`config.mk`:
```
export PLATFORM = sky130hd
export DESIGN_NAME = mem_stage
export DESIGN_NICKNAME = d
export VERILOG_FILES = /design/src/rtl/mem_stage_pkg.sv /design/src/rtl/mem_lane_align.sv /design/src/rtl/mem_stage.sv
export SDC_FILE = /design/constraint.sdc
export NUM_CORES = 1
export LEC_CHECK = 0
export BUFFER_PORTS_ARGS = -buffer_cell sky130_fd_sc_hd__buf_2
export CAP_MARGIN = 25
export CORE_AREA = 2 2 124 126
export CTS_CLUSTER_SIZE = 30
export DETAILED_ROUTE_END_ITERATION = 10
export DIE_AREA = 0 0 126 128
export PLACE_DENSITY_LB_ADDON = 0.12
export REMOVE_ABC_BUFFERS = 1
export SETUP_SLACK_MARGIN = 0.05
export SYNTH_ARGS = -nofsm -noshare
export SYNTH_HDL_FRONTEND = slang
export SYNTH_SLANG_ARGS = --single-unit
```
`constraint.sdc`:
```
create_clock -name clk -period 2.82 [get_ports clk]
set_input_delay 0.141 -clock clk [delete_from_list [all_inputs] [get_ports clk]]
set_output_delay 0.141 -clock clk [all_outputs]
set_load 0.05 [all_outputs]
```
`src/rtl/mem_stage_pkg.sv`:
```
// Shared definitions for the MEM stage: widths, ALU op codes, FSM states, op classifiers.
// Latency: n/a (definitions only).
// Backpressure: n/a.
package mem_stage_pkg;

    localparam int DATA_W  = 32;
    localparam int REG_W   = 5;
    localparam int ALUOP_W = 8;

    localparam logic [ALUOP_W-1:0] OP_NOP = 8'b0000_0000;
    localparam logic [ALUOP_W-1:0] OP_OR  = 8'b0010_0101;
    localparam logic [ALUOP_W-1:0] OP_LB  = 8'b1110_0000;
    localparam logic [ALUOP_W-1:0] OP_LH  = 8'b1110_0001;
    localparam logic [ALUOP_W-1:0] OP_LW  = 8'b1110_0011;
    localparam logic [ALUOP_W-1:0] OP_SB  = 8'b1110_1000;
    localparam logic [ALUOP_W-1:0] OP_SH  = 8'b1110_1001;
    localparam logic [ALUOP_W-1:0] OP_SW  = 8'b1110_1011;

    typedef enum logic [1:0] {
        ST_IDLE = 2'd0,
        ST_WAIT = 2'd1,
        ST_DONE = 2'd2
    } mem_state_t;

    function automatic logic is_mem_op(input logic [ALUOP_W-1:0] op);
        return (op == OP_LB) || (op == OP_LH) || (op == OP_LW) ||
               (op == OP_SB) || (op == OP_SH) || (op == OP_SW);
    endfunction

    function automatic logic is_store_op(input logic [ALUOP_W-1:0] op);
        return (op == OP_SB) || (op == OP_SH) || (op == OP_SW);
    endfunction

    // Word ops need addr[1:0] == 0, halfword ops need addr[0] == 0.
    function automatic logic is_misaligned(input logic [ALUOP_W-1:0] op, input logic [1:0] lo);
        return (((op == OP_LW) || (op == OP_SW)) && (lo != 2'b00)) ||
               (((op == OP_LH) || (op == OP_SH)) && lo[0]);
    endfunction

endpackage

```
`src/rtl/mem_lane_align.sv`:
```
// Byte-lane steering: store byte enables/replicated write data, load extraction with sign extension.
// Latency: purely combinational, zero cycles.
// Backpressure: none; outputs follow inputs.
module mem_lane_align
    import mem_stage_pkg::*;
(
    input  logic [ALUOP_W-1:0] aluop,
    input  logic [1:0]         addr_lo,
    input  logic [31:0]        reg2,
    input  logic [31:0]        rdata,
    output logic [3:0]         be,
    output logic [31:0]        st_data,
    output logic [31:0]        ld_data
);

    logic [7:0]  sel_byte;
    logic [15:0] sel_half;

    // Byte enables and store data replicated onto every lane the access may hit.
    always_comb begin
        be      = 4'b1111;
        st_data = reg2;
        case (aluop)
            OP_SH: begin
                be      = addr_lo[1] ? 4'b1100 : 4'b0011;
                st_data = {2{reg2[15:0]}};
            end
            OP_SB: begin
                be      = 4'b0001 << addr_lo;
                st_data = {4{reg2[7:0]}};
            end
            default: ;
        endcase
    end

    // Pick the addressed lane(s) out of the little-endian word and sign-extend.
    always_comb begin
        sel_byte = rdata[{addr_lo, 3'b000} +: 8];
        sel_half = addr_lo[1] ? rdata[31:16] : rdata[15:0];
        case (aluop)
            OP_LB:   ld_data = {{24{sel_byte[7]}}, sel_byte};
            OP_LH:   ld_data = {{16{sel_half[15]}}, sel_half};
            default: ld_data = rdata;
        endcase
    end

endmodule

```
`src/rtl/mem_stage.sv`:
```
// MIPS MEM stage: req/ack data bus loads/stores, stalls the pipeline until the transfer finishes.
// Latency: memory ops take ack latency + 1 cycles (min 2); other ops pass through in 0 cycles.
// Backpressure: stallreq_o held while a memory op is awaiting ack; optional MEM_STAGE_ALIGN_CHECK_EN adds misalign_o.
module mem_stage
    import mem_stage_pkg::*;
(
    input  logic               clk,
    input  logic               rst,
    input  logic [ALUOP_W-1:0] aluop_i,
    input  logic [REG_W-1:0]   wd_i,
    input  logic               wreg_i,
    input  logic [DATA_W-1:0]  wdata_i,
    input  logic [DATA_W-1:0]  mem_addr_i,
    input  logic [DATA_W-1:0]  reg2_i,
    input  logic [DATA_W-1:0]  pc_i,
    output logic [REG_W-1:0]   wd_o,
    output logic               wreg_o,
    output logic [DATA_W-1:0]  wdata_o,
    output logic [DATA_W-1:0]  pc_o,
    output logic               stallreq_o,
    output logic               dbus_req_o,
    output logic               dbus_we_o,
    output logic [3:0]         dbus_be_o,
    output logic [DATA_W-1:0]  dbus_addr_o,
    output logic [DATA_W-1:0]  dbus_wdata_o,
    input  logic [DATA_W-1:0]  dbus_rdata_i,
    input  logic               dbus_ack_i
`ifdef MEM_STAGE_ALIGN_CHECK_EN
    ,
    output logic               misalign_o
`endif
);

    mem_state_t  state;
    logic [31:0] load_q;
    logic        mem_op;
    logic        store_op;
    logic        misaligned;
    logic        active;
    logic        bus_phase;
    logic [3:0]  be_w;
    logic [31:0] st_data_w;
    logic [31:0] ld_data_w;

    assign mem_op   = is_mem_op(aluop_i);
    assign store_op = is_store_op(aluop_i);

`ifdef MEM_STAGE_ALIGN_CHECK_EN
    assign misaligned = mem_op && is_misaligned(aluop_i, mem_addr_i[1:0]);
    assign misalign_o = misaligned && !rst;
`else
    assign misaligned = 1'b0;
`endif

    // A memory op that will actually touch the bus; bus_phase covers IDLE and WAIT.
    assign active    = mem_op && !misaligned && !rst;
    assign bus_phase = active && (state != ST_DONE);

    mem_lane_align u_lane (
        .aluop   (aluop_i),
        .addr_lo (mem_addr_i[1:0]),
        .reg2    (reg2_i),
        .rdata   (dbus_rdata_i),
        .be      (be_w),
        .st_data (st_data_w),
        .ld_data (ld_data_w)
    );

    // Transfer FSM plus load capture on the ack edge; ack outside a request is ignored.
    always_ff @(posedge clk) begin
        if (rst) begin
            state  <= ST_IDLE;
            load_q <= '0;
        end else begin
            if (bus_phase && dbus_ack_i && !store_op)
                load_q <= ld_data_w;
            case (state)
                ST_IDLE: if (active) state <= dbus_ack_i ? ST_DONE : ST_WAIT;
                ST_WAIT: begin
                    if (!active)
                        state <= ST_IDLE;
                    else if (dbus_ack_i)
                        state <= ST_DONE;
                end
                ST_DONE: state <= ST_IDLE;
                default: state <= ST_IDLE;
            endcase
        end
    end

    // Bus side: inputs are frozen by the stall, so these stay stable through WAIT.
    assign dbus_req_o   = bus_phase;
    assign dbus_we_o    = bus_phase && store_op;
    assign dbus_be_o    = bus_phase ? be_w : 4'b0000;
    assign dbus_addr_o  = bus_phase ? {mem_addr_i[31:2], 2'b00} : '0;
    assign dbus_wdata_o = (bus_phase && store_op) ? st_data_w : '0;
    assign stallreq_o   = bus_phase;

    // Writeback side: loads deliver the captured word in DONE; stores never write a register.
    assign wd_o    = rst ? '0 : wd_i;
    assign pc_o    = rst ? '0 : pc_i;
    assign wreg_o  = !rst && wreg_i && !store_op && !misaligned;
    assign wdata_o = rst ? '0 :
                     (mem_op && !store_op && (state == ST_DONE)) ? load_q : wdata_i;

endmodule

```
==> results of run 1 <==
-- state kept, by name, summed over array words and instances (netlist names) --
name	cells
state	2
load_q	32
-- Yosys cell counts, types with 2 or more instances --
library cell / instances
buf_2: 5
and2_1: 38
nand2_1: 132
buf_4: 4
a211oi_1: 24
dfxtp_1: 34
nand2b_1: 3
nor2_1: 27
a211oi_2: 6
buf_1: 3
nand3b_1: 12
nor2b_1: 46
a21o_1: 2
o21ai_0: 30
a21oi_1: 61
nor4_2: 2
buf_6: 3
o21bai_1: 5
or3_1: 13
clkbuf_1: 35
mux2i_1: 8
nor3_1: 8
a31oi_1: 8
inv_1: 5
o31ai_1: 2
-- metrics by stage --
step	total power [mW]	cells	TNS [ps]	cell area, um^2
4_1_cts	1.67	1014	0	5350
3_3_place_gp	1.09	1006	0	5200
5_1_grt	1.74	1014	0	5360
2_1_floorplan	0.833	491	-10090	3280
6_report	1.65	1014	0	5360
3_5_place_dp	1.09	1006	0	5200
-- path summary, 6_finish.rpt --
kind | endpoint | depth (start not counted)
worst max register to register | load_q[16] | 5
worst min register to register | load_q[4] | 2
worst min-delay path | state[0] | 2
worst max-delay path | dbus_wdata_o[2] | 6
-- cells by family (layout without fill, tap and decap cells) --
logic type	count (synthesis)	after routing
simple gates	297	297
compound gates	143	143
buf+inv	56	340
flops	34	34
mux	10	10
other cells	1	2
-- power by group --
group,leakage [nW],switching (mW),internal [mW]
Clock,0.0729,0.218,0.350
Sequential,0.274,0.00130,0.483
Combinational,2.44,0.400,0.197
-- metal layers --
layer | global-route usage [%] | up-vias | wire length [um]
met5 | 0 | - | 0
met4 | 4.07 | 0 | 243
met3 | 3.01 | 9 | 1050
met2 | 35.2 | 209 | 8160
met1 | 21.2 | 2144 | 6310
li1 | - | 2403 | -
-- worst register-to-register path, stage by stage, from the launching register on --
cell and delay [ps]:
dfxtp_1 320, nand2b_1 210, nand4_1 130, buf_4 190, a311oi_4 920, a211oi_1 190
-- layout make-up --
cell class / count / area, um^2 / area share (%)
multi-input combinational: 452 / 2590 / 48.3
timing repair buffer: 327 / 1680 / 31.4
sequential: 34 / 681 / 12.7
tap: 188 / 235 / 4.39
clock buffer: 6 / 139 / 2.59
inverter: 5 / 22.5 / 0.420
clock inverter: 2 / 12.5 / 0.234
-- cells in the final DEF, fill, tap and decap left out, types with 12 or more instances in the layout --
cell type / n
a211oi_1: 24
a21oi_1: 61
and2_1: 38
buf_2: 314
buf_4: 12
dfxtp_1: 34
nand2_1: 132
nand3b_1: 12
nor2_1: 27
nor2b_1: 46
o21ai_0: 30
or3_1: 12
==> summary.txt, run 1 <==
Finish
  – Fin util: a little over a third
  – Fraction of final layout cells with drive strength greater than 1: approximately 43%
  – Synth-to-Final Area Change: 52.7%
  – Net count reported at finish: 1,002
  – Number of diodes: 0
  – Number of fill cells: 1,628

GRT
  – Pin count of the biggest net entering global routing: 80
  – Via count of the first global-routing pass: around 4.4k
  – Initial antenna violation count: 0
  – Global-route usage over all layers: ~18%
  – GRT overflow: 0
  – First-pass GRT wire length: about 24,000 um

Floorplan
  – Core ar.: 14,900 um^2
  – Die Wd: approximately 130 um
  – Starting Density: a little under a quarter
  – Area of the die: about 16,000 um^2
  – Die extent in y: 128 um
  – Number of I/O pins: ~320
  – Cell Rows: between 40 and 50

Placement
  – Worst slack after detailed placement: 322 ps
  – Post-DP HPWL: roughly 12,000 um
  – Number of port buffers: between 300 and 400
  – Placer Congestion: roughly 0.82

Synthesis
  – Most used flip-flop cell after synthesis: dfxtp_1
  – Cells taking the most area after synthesis: dfxtp_1 19%, nand2_1 14%, a21oi_1 8.7%
  – Synthesized area per cell: roughly 6.5 um^2
  – Xor and xnor area share after synthesis: 0%
  – Share of synthesized cell area in full adder, half adder and majority cells: 0%
  – Share of the synthesized area in compound gates (AO/OA/AOI/OAI): about 26%
  – Fraction of synthesis flops using an asynchronous set or reset pin: 0%
  – Number of synthesized flops with an enable pin: 0
  – Count of distinct cell types in the synthesized netlist: 50
  – Seq cells post-synth: 34
  – Largest area contributor in the synthesized netlist: dfxtp_1
  – Share of synthesized area spent on multiplexers: under 10%
  – Summed instance area of the synthesized netlist: 3510 um^2
  – Count of warnings emitted by yosys: 0
  – Synthesized instance count: ~540
  – Basic-gate share of the synthesized area counting and, or, nand and nor cells: between 40% and 50%
  – Largest family of logic cells by synthesized area: simple AND/OR/NAND/NOR gates
  – Sequential-to-total area share from yosys stat: 19.4%
  – Area share of the leading cell type in the synthesized netlist: 19.4%

Setup path
  – Ordered cell list for the critical path: nand2b_1, nand3_1, or3_2, inv_1, and2_1, buf_2
  – Startpoint of the worst-slack reg-to-reg timing path: state[0]
  – Number of buffers and inverters on the critical path: 2
  – Setup crit start kind: flip-flop
  – Critical Path Fanout Max: 25
  – Type of destination of the critical path: primary output
  – Cell class contributing the biggest share of worst-path delay: simple AND/OR/NAND/NOR gates
  – Worst R2R Setup Slack: approximately 690 ps
  – Crit Path Category: flip-flop to primary output
  – Arrival time worst endpoint: approximately 2500 ps
  – Stage delay of the slowest cell on the critical path: around 730 ps
  – Startpoint of the most critical setup path: state[0]
  – Slowest cell on the critical path: or3_2
  – CP required: ~2700 ps

STA
  – Clock skew after layout: about 4.9 ps
  – Peak clock frequency supported by timing: 384 MHz
  – Final-layout worst hold slack: roughly 60 ps
  – Setup ws final: between 200 and 250 ps
  – Actual transition at the worst max-transition pin: between 1000 and 1500 ps
  – RSZ-0062 raised after global routing: no
  – Final Slew Violations: 0
  – Post-route minimum period: 2600 ps
  – Fin. Hold Viols: 0
  – Slew margin rel.: 28.6%
  – Setup violations, final: 0
  – Fin crit share: around 92%

Clocking
  – Sink count of the clock tree: 34
  – H-tree depth: 2
  – TritonCTS clock tree: built
  – Clock transition at the register clock pins on the worst setup and hold paths after CTS: approximately 60 ps
  – Number of buffers added by the clock tree synthesis step: 5
  – Clock insertion delay at the later pin of the skew report: about 270 ps
  – Number of buffers inserted by hold repair at cts: 0
  – Count of cells resized by post-cts repair: 0
  – CTS Root Cell: clkbuf_16
  – Buffer count from post-CTS setup fixing: 0
  – Buffers from clock root to sink, at most: 2

Drt
  – Number of DRC markers in iteration 0: roughly 190
  – Total via count after detailed routing: 4,765
  – Post-detailed-route via-to-cell ratio: 4.70
  – Wire length reported by the detailed router: 15,800 um
  – WL/cell: between 15 and 20 um
  – Total iterations of the first detailed-routing run: 4
  – Number of antenna-violating nets in the routed design: 0
  – Residual DRC count: 0

Power
  – Total power density per cell area: a little over 300 nW/um^2
  – Worst ir drop on vdd: approximately 0.00023 V
  – Leakage dissipation: 2.78 nW

Worst hold path
  – Hold/Removal Path Class: input port to flip-flop
  – Hold path start: dbus_ack_i

Outcome
  – Run status: finished clean

Flow run
  – Max-cap violations: 0
Note: power is estimated with default switching activity, not from simulation.
==> run 2: changes to the inputs <==
--- a/config.mk
+++ b/config.mk
@@ -11,6 +11,7 @@
 export CTS_CLUSTER_SIZE = 30
 export DETAILED_ROUTE_END_ITERATION = 10
 export DIE_AREA = 0 0 126 128
+export MAX_ROUTING_LAYER = met4
 export PLACE_DENSITY_LB_ADDON = 0.12
 export REMOVE_ABC_BUFFERS = 1
 export SETUP_SLACK_MARGIN = 0.05
==> run 2 against run 1 <==
First-iteration DRC count down 1.6%. Clock power down 0.9%. Maximum frequency down 0.36%. Sequential power about the same. Register-to-register slack better by 40 ps. Setup slack worse by 9.5 ps. Critical path type unchanged.
==> summary.txt, run 2 (same netlist as run 1, synthesis figures left out) <==
Power
  – Leakage dissipation: 2.78 nW (unchanged)
  – Worst ir drop on vdd: 0.000231 V (was 0.000233 V)
  – Sequential group share of total power: 29.5% (was 29.4%)
  – Clock network fraction of design power: 34.3% (was 34.5%)
  – Proportion of power drawn by combinational gates: 36.3% (was 36.2%)
  – Switching part of the total: 37.4% (was 37.6%)
  – Sw Pwr: 0.614 mW (was 0.619 mW)
  – Total power density per cell area: 307 nW/um^2 (was 308 nW/um^2)
  – Internal cell power: 1.03 mW (about the same)

Finish
  – Biggest register: load_q (unchanged)
  – Final Non-Filler Cells: 1,014 (unchanged)
  – Most frequent cells in the layout: 314 x buf_2, 132 x nand2_1, 61 x a21oi_1 (unchanged)
  – Net count reported at finish: 1,002 (unchanged)
  – Most common library cell in the layout ignoring fill and taps: buf_2 (unchanged)
  – Number of diodes: 0 (unchanged)
  – Synth-to-Final Area Change: 52.7% (unchanged)
  – Flip-flop count of the largest register after layout: 32 (unchanged)
  – Fraction of final layout cells with drive strength greater than 1: 43.0% (unchanged)
  – Biggest registers after layout: load_q (32), state (2) (unchanged)
  – Number of fill cells: 1,628 (unchanged)

Setup path
  – Arrival time worst endpoint: 2470 ps (was 2460 ps)
  – CP required: 2680 ps (about the same)
  – Setup crit start kind: flip-flop (unchanged)
  – Crit Path Category: flip-flop to primary output (unchanged)
  – Endpoint of the lowest-slack register-to-register path: load_q[16] (unchanged)
  – FF-to-FF path depth: 5 (unchanged)
  – Critical Path Fanout Max: 25 (unchanged)
  – Worst R2R Setup Slack: 730 ps (was 690 ps)
  – Type of destination of the critical path: primary output (unchanged)
  – Startpoint of the worst-slack reg-to-reg timing path: state[0] (unchanged)

Clocking
  – Clock insertion delay at the later pin of the skew report: 270 ps (about the same)
  – Clock transition at the register clock pins on the worst setup and hold paths after CTS: 60 ps (about the same)
  – Sink count of the clock tree: 34 (unchanged)
  – H-tree depth: 2 (unchanged)
  – TritonCTS clock tree: built (unchanged)
  – Buffers from clock root to sink, at most: 2 (unchanged)
  – Number of buffers added by the clock tree synthesis step: 5 (unchanged)
  – CTS Root Cell: clkbuf_16 (unchanged)

Floorplan
  – Die extent in y: 128 um (unchanged)
  – Core ar.: 14,900 um^2 (unchanged)
  – Cell Rows: 45 (unchanged)
  – Number of I/O pins: 318 (unchanged)
  – Die Wd: 126 um (unchanged)
  – Starting Density: 23.6% (unchanged)
  – Area of the die: 16,100 um^2 (unchanged)

Worst hold path
  – Endpoint of the worst hold-timing path: state[0] (unchanged)
  – Hold/Removal Path Class: input port to flip-flop (unchanged)
  – Hold path start: dbus_ack_i (unchanged)
  – Cell depth of the worst hold path: 2 (unchanged)

GRT
  – Global-route usage over all layers: 18.8% (was 18.3%)
  – Via count of the first global-routing pass: 4,448 (was 4,443)
  – First-pass GRT wire length: 23,500 um (about the same)
  – Pin count of the biggest net entering global routing: 80 (unchanged)
  – Initial antenna violation count: 0 (unchanged)
  – GRT overflow: 0 (unchanged)

Placement
  – Placer Congestion: 0.832 (was 0.820)
  – Post-DP HPWL: 12,500 um (unchanged)
  – Number of cells in the design after placement: 1,006 (unchanged)
  – Number of port buffers: 315 (unchanged)

STA
  – Actual transition at the worst max-transition pin: 1020 ps (was 1070 ps)
  – Final Slew Violations: 0 (unchanged)
  – Final-layout worst hold slack: 58.7 ps (was 58.8 ps)
  – Setup violations, final: 0 (unchanged)
  – Fin crit share: 92.6% (was 92.3%)
  – Clock skew after layout: 5.44 ps (was 4.91 ps)
  – Slew margin rel.: 31.9% (was 28.6%)
  – Post-route minimum period: 2610 ps (was 2600 ps)
  – Fin. Hold Viols: 0 (unchanged)
  – Peak clock frequency supported by timing: 383 MHz (was 384 MHz)
  – RSZ-0062 raised after global routing: no (unchanged)

Drt
  – Post-detailed-route via-to-cell ratio: 4.71 (was 4.70)
  – Wire length reported by the detailed router: 15,800 um (about the same)
  – Total via count after detailed routing: 4,777 (was 4,765)
  – WL/cell: 15.5 um (about the same)
  – Number of DRC markers in iteration 0: 186 (was 189)
  – Total iterations of the first detailed-routing run: 4 (unchanged)
  – Residual DRC count: 0 (unchanged)
  – Number of antenna-violating nets in the routed design: 0 (unchanged)

Flow run
  – Max-cap violations: 0 (unchanged)

Outcome
  – Run status: finished clean (unchanged)
-- run 2: cell counts in the layout (fill, tap and decap cells not counted) --
No cell type changed its count.
-- run 2: timing repair --
action,4_1_cts,5_1_grt
buffers inserted,0,0
hold buffers,0,0
resized for setup,0,2
endpoints found under the setup margin,0,20
-- run 2: critical path, cell delays in order (launching register included) --
cell	delay (ps)
dfxtp_1	320
nand2b_1	210
nand3_1	180
or3_2	730
inv_1	310
and2_1	180
buf_2	260
-- run 2: cell type report --
type                       instances  area (um^2)  area share, %
inverter                           5         22.5          0.420
multi-input combinational        452         2590           48.3
clock buffer                       6          139           2.59
clock inverter                     2         12.5          0.234
tap                              188          235           4.39
sequential                        34          681           12.7
timing repair buffer             327         1680           31.4
-- run 2: worst max path at each step --
stage,end,startpoint,slack [ps],depth (start not counted)
2_1_floorplan,wdata_o[0],aluop_i[4],-290,4
3_3_place_gp,dbus_wdata_o[5],aluop_i[0],420,8
3_5_place_dp,dbus_wdata_o[2],aluop_i[0],320,8
4_1_cts,dbus_wdata_o[2],state[0],140,6
5_1_grt,dbus_wdata_o[5],state[0],60,6
6_report,dbus_wdata_o[2],state[0],210,6
-- run 2: stage by stage --
stage          setup WS, ps  instance area [um^2]  power, mW  TNS [ps]  utilization (%)
2_1_floorplan          -289                  3280      0.833    -10090                -
3_3_place_gp            420                  5200       1.09         0             35.0
3_5_place_dp            322                  5200       1.09         0             35.0
4_1_cts                 135                  5350       1.67         0             36.0
5_1_grt                56.0                  5360       1.73         0             36.0
6_report                208                  5360       1.64         0             36.0
-- run 2: power by group through the flow --
stage / clock (mW) / sequential (mW) / combinational, mW
6_report: 0.563 / 0.484 / 0.596
5_1_grt: 0.609 / 0.484 / 0.639
4_1_cts: 0.582 / 0.484 / 0.602
3_5_place_dp: 0 / 0.495 / 0.600
3_3_place_gp: 0 / 0.495 / 0.597
2_1_floorplan: 0 / 0.494 / 0.338
-- run 2: routing by layer --
metal | share of wire (%) | vias up | track usage [%]
li1 | - | 2408 | -
met1 | 40 | 2142 | 21.5
met2 | 52 | 218 | 35.2
met3 | 6.6 | 9 | 2.46
met4 | 1.5 | 0 | 4.07
met5 | 0 | - | -
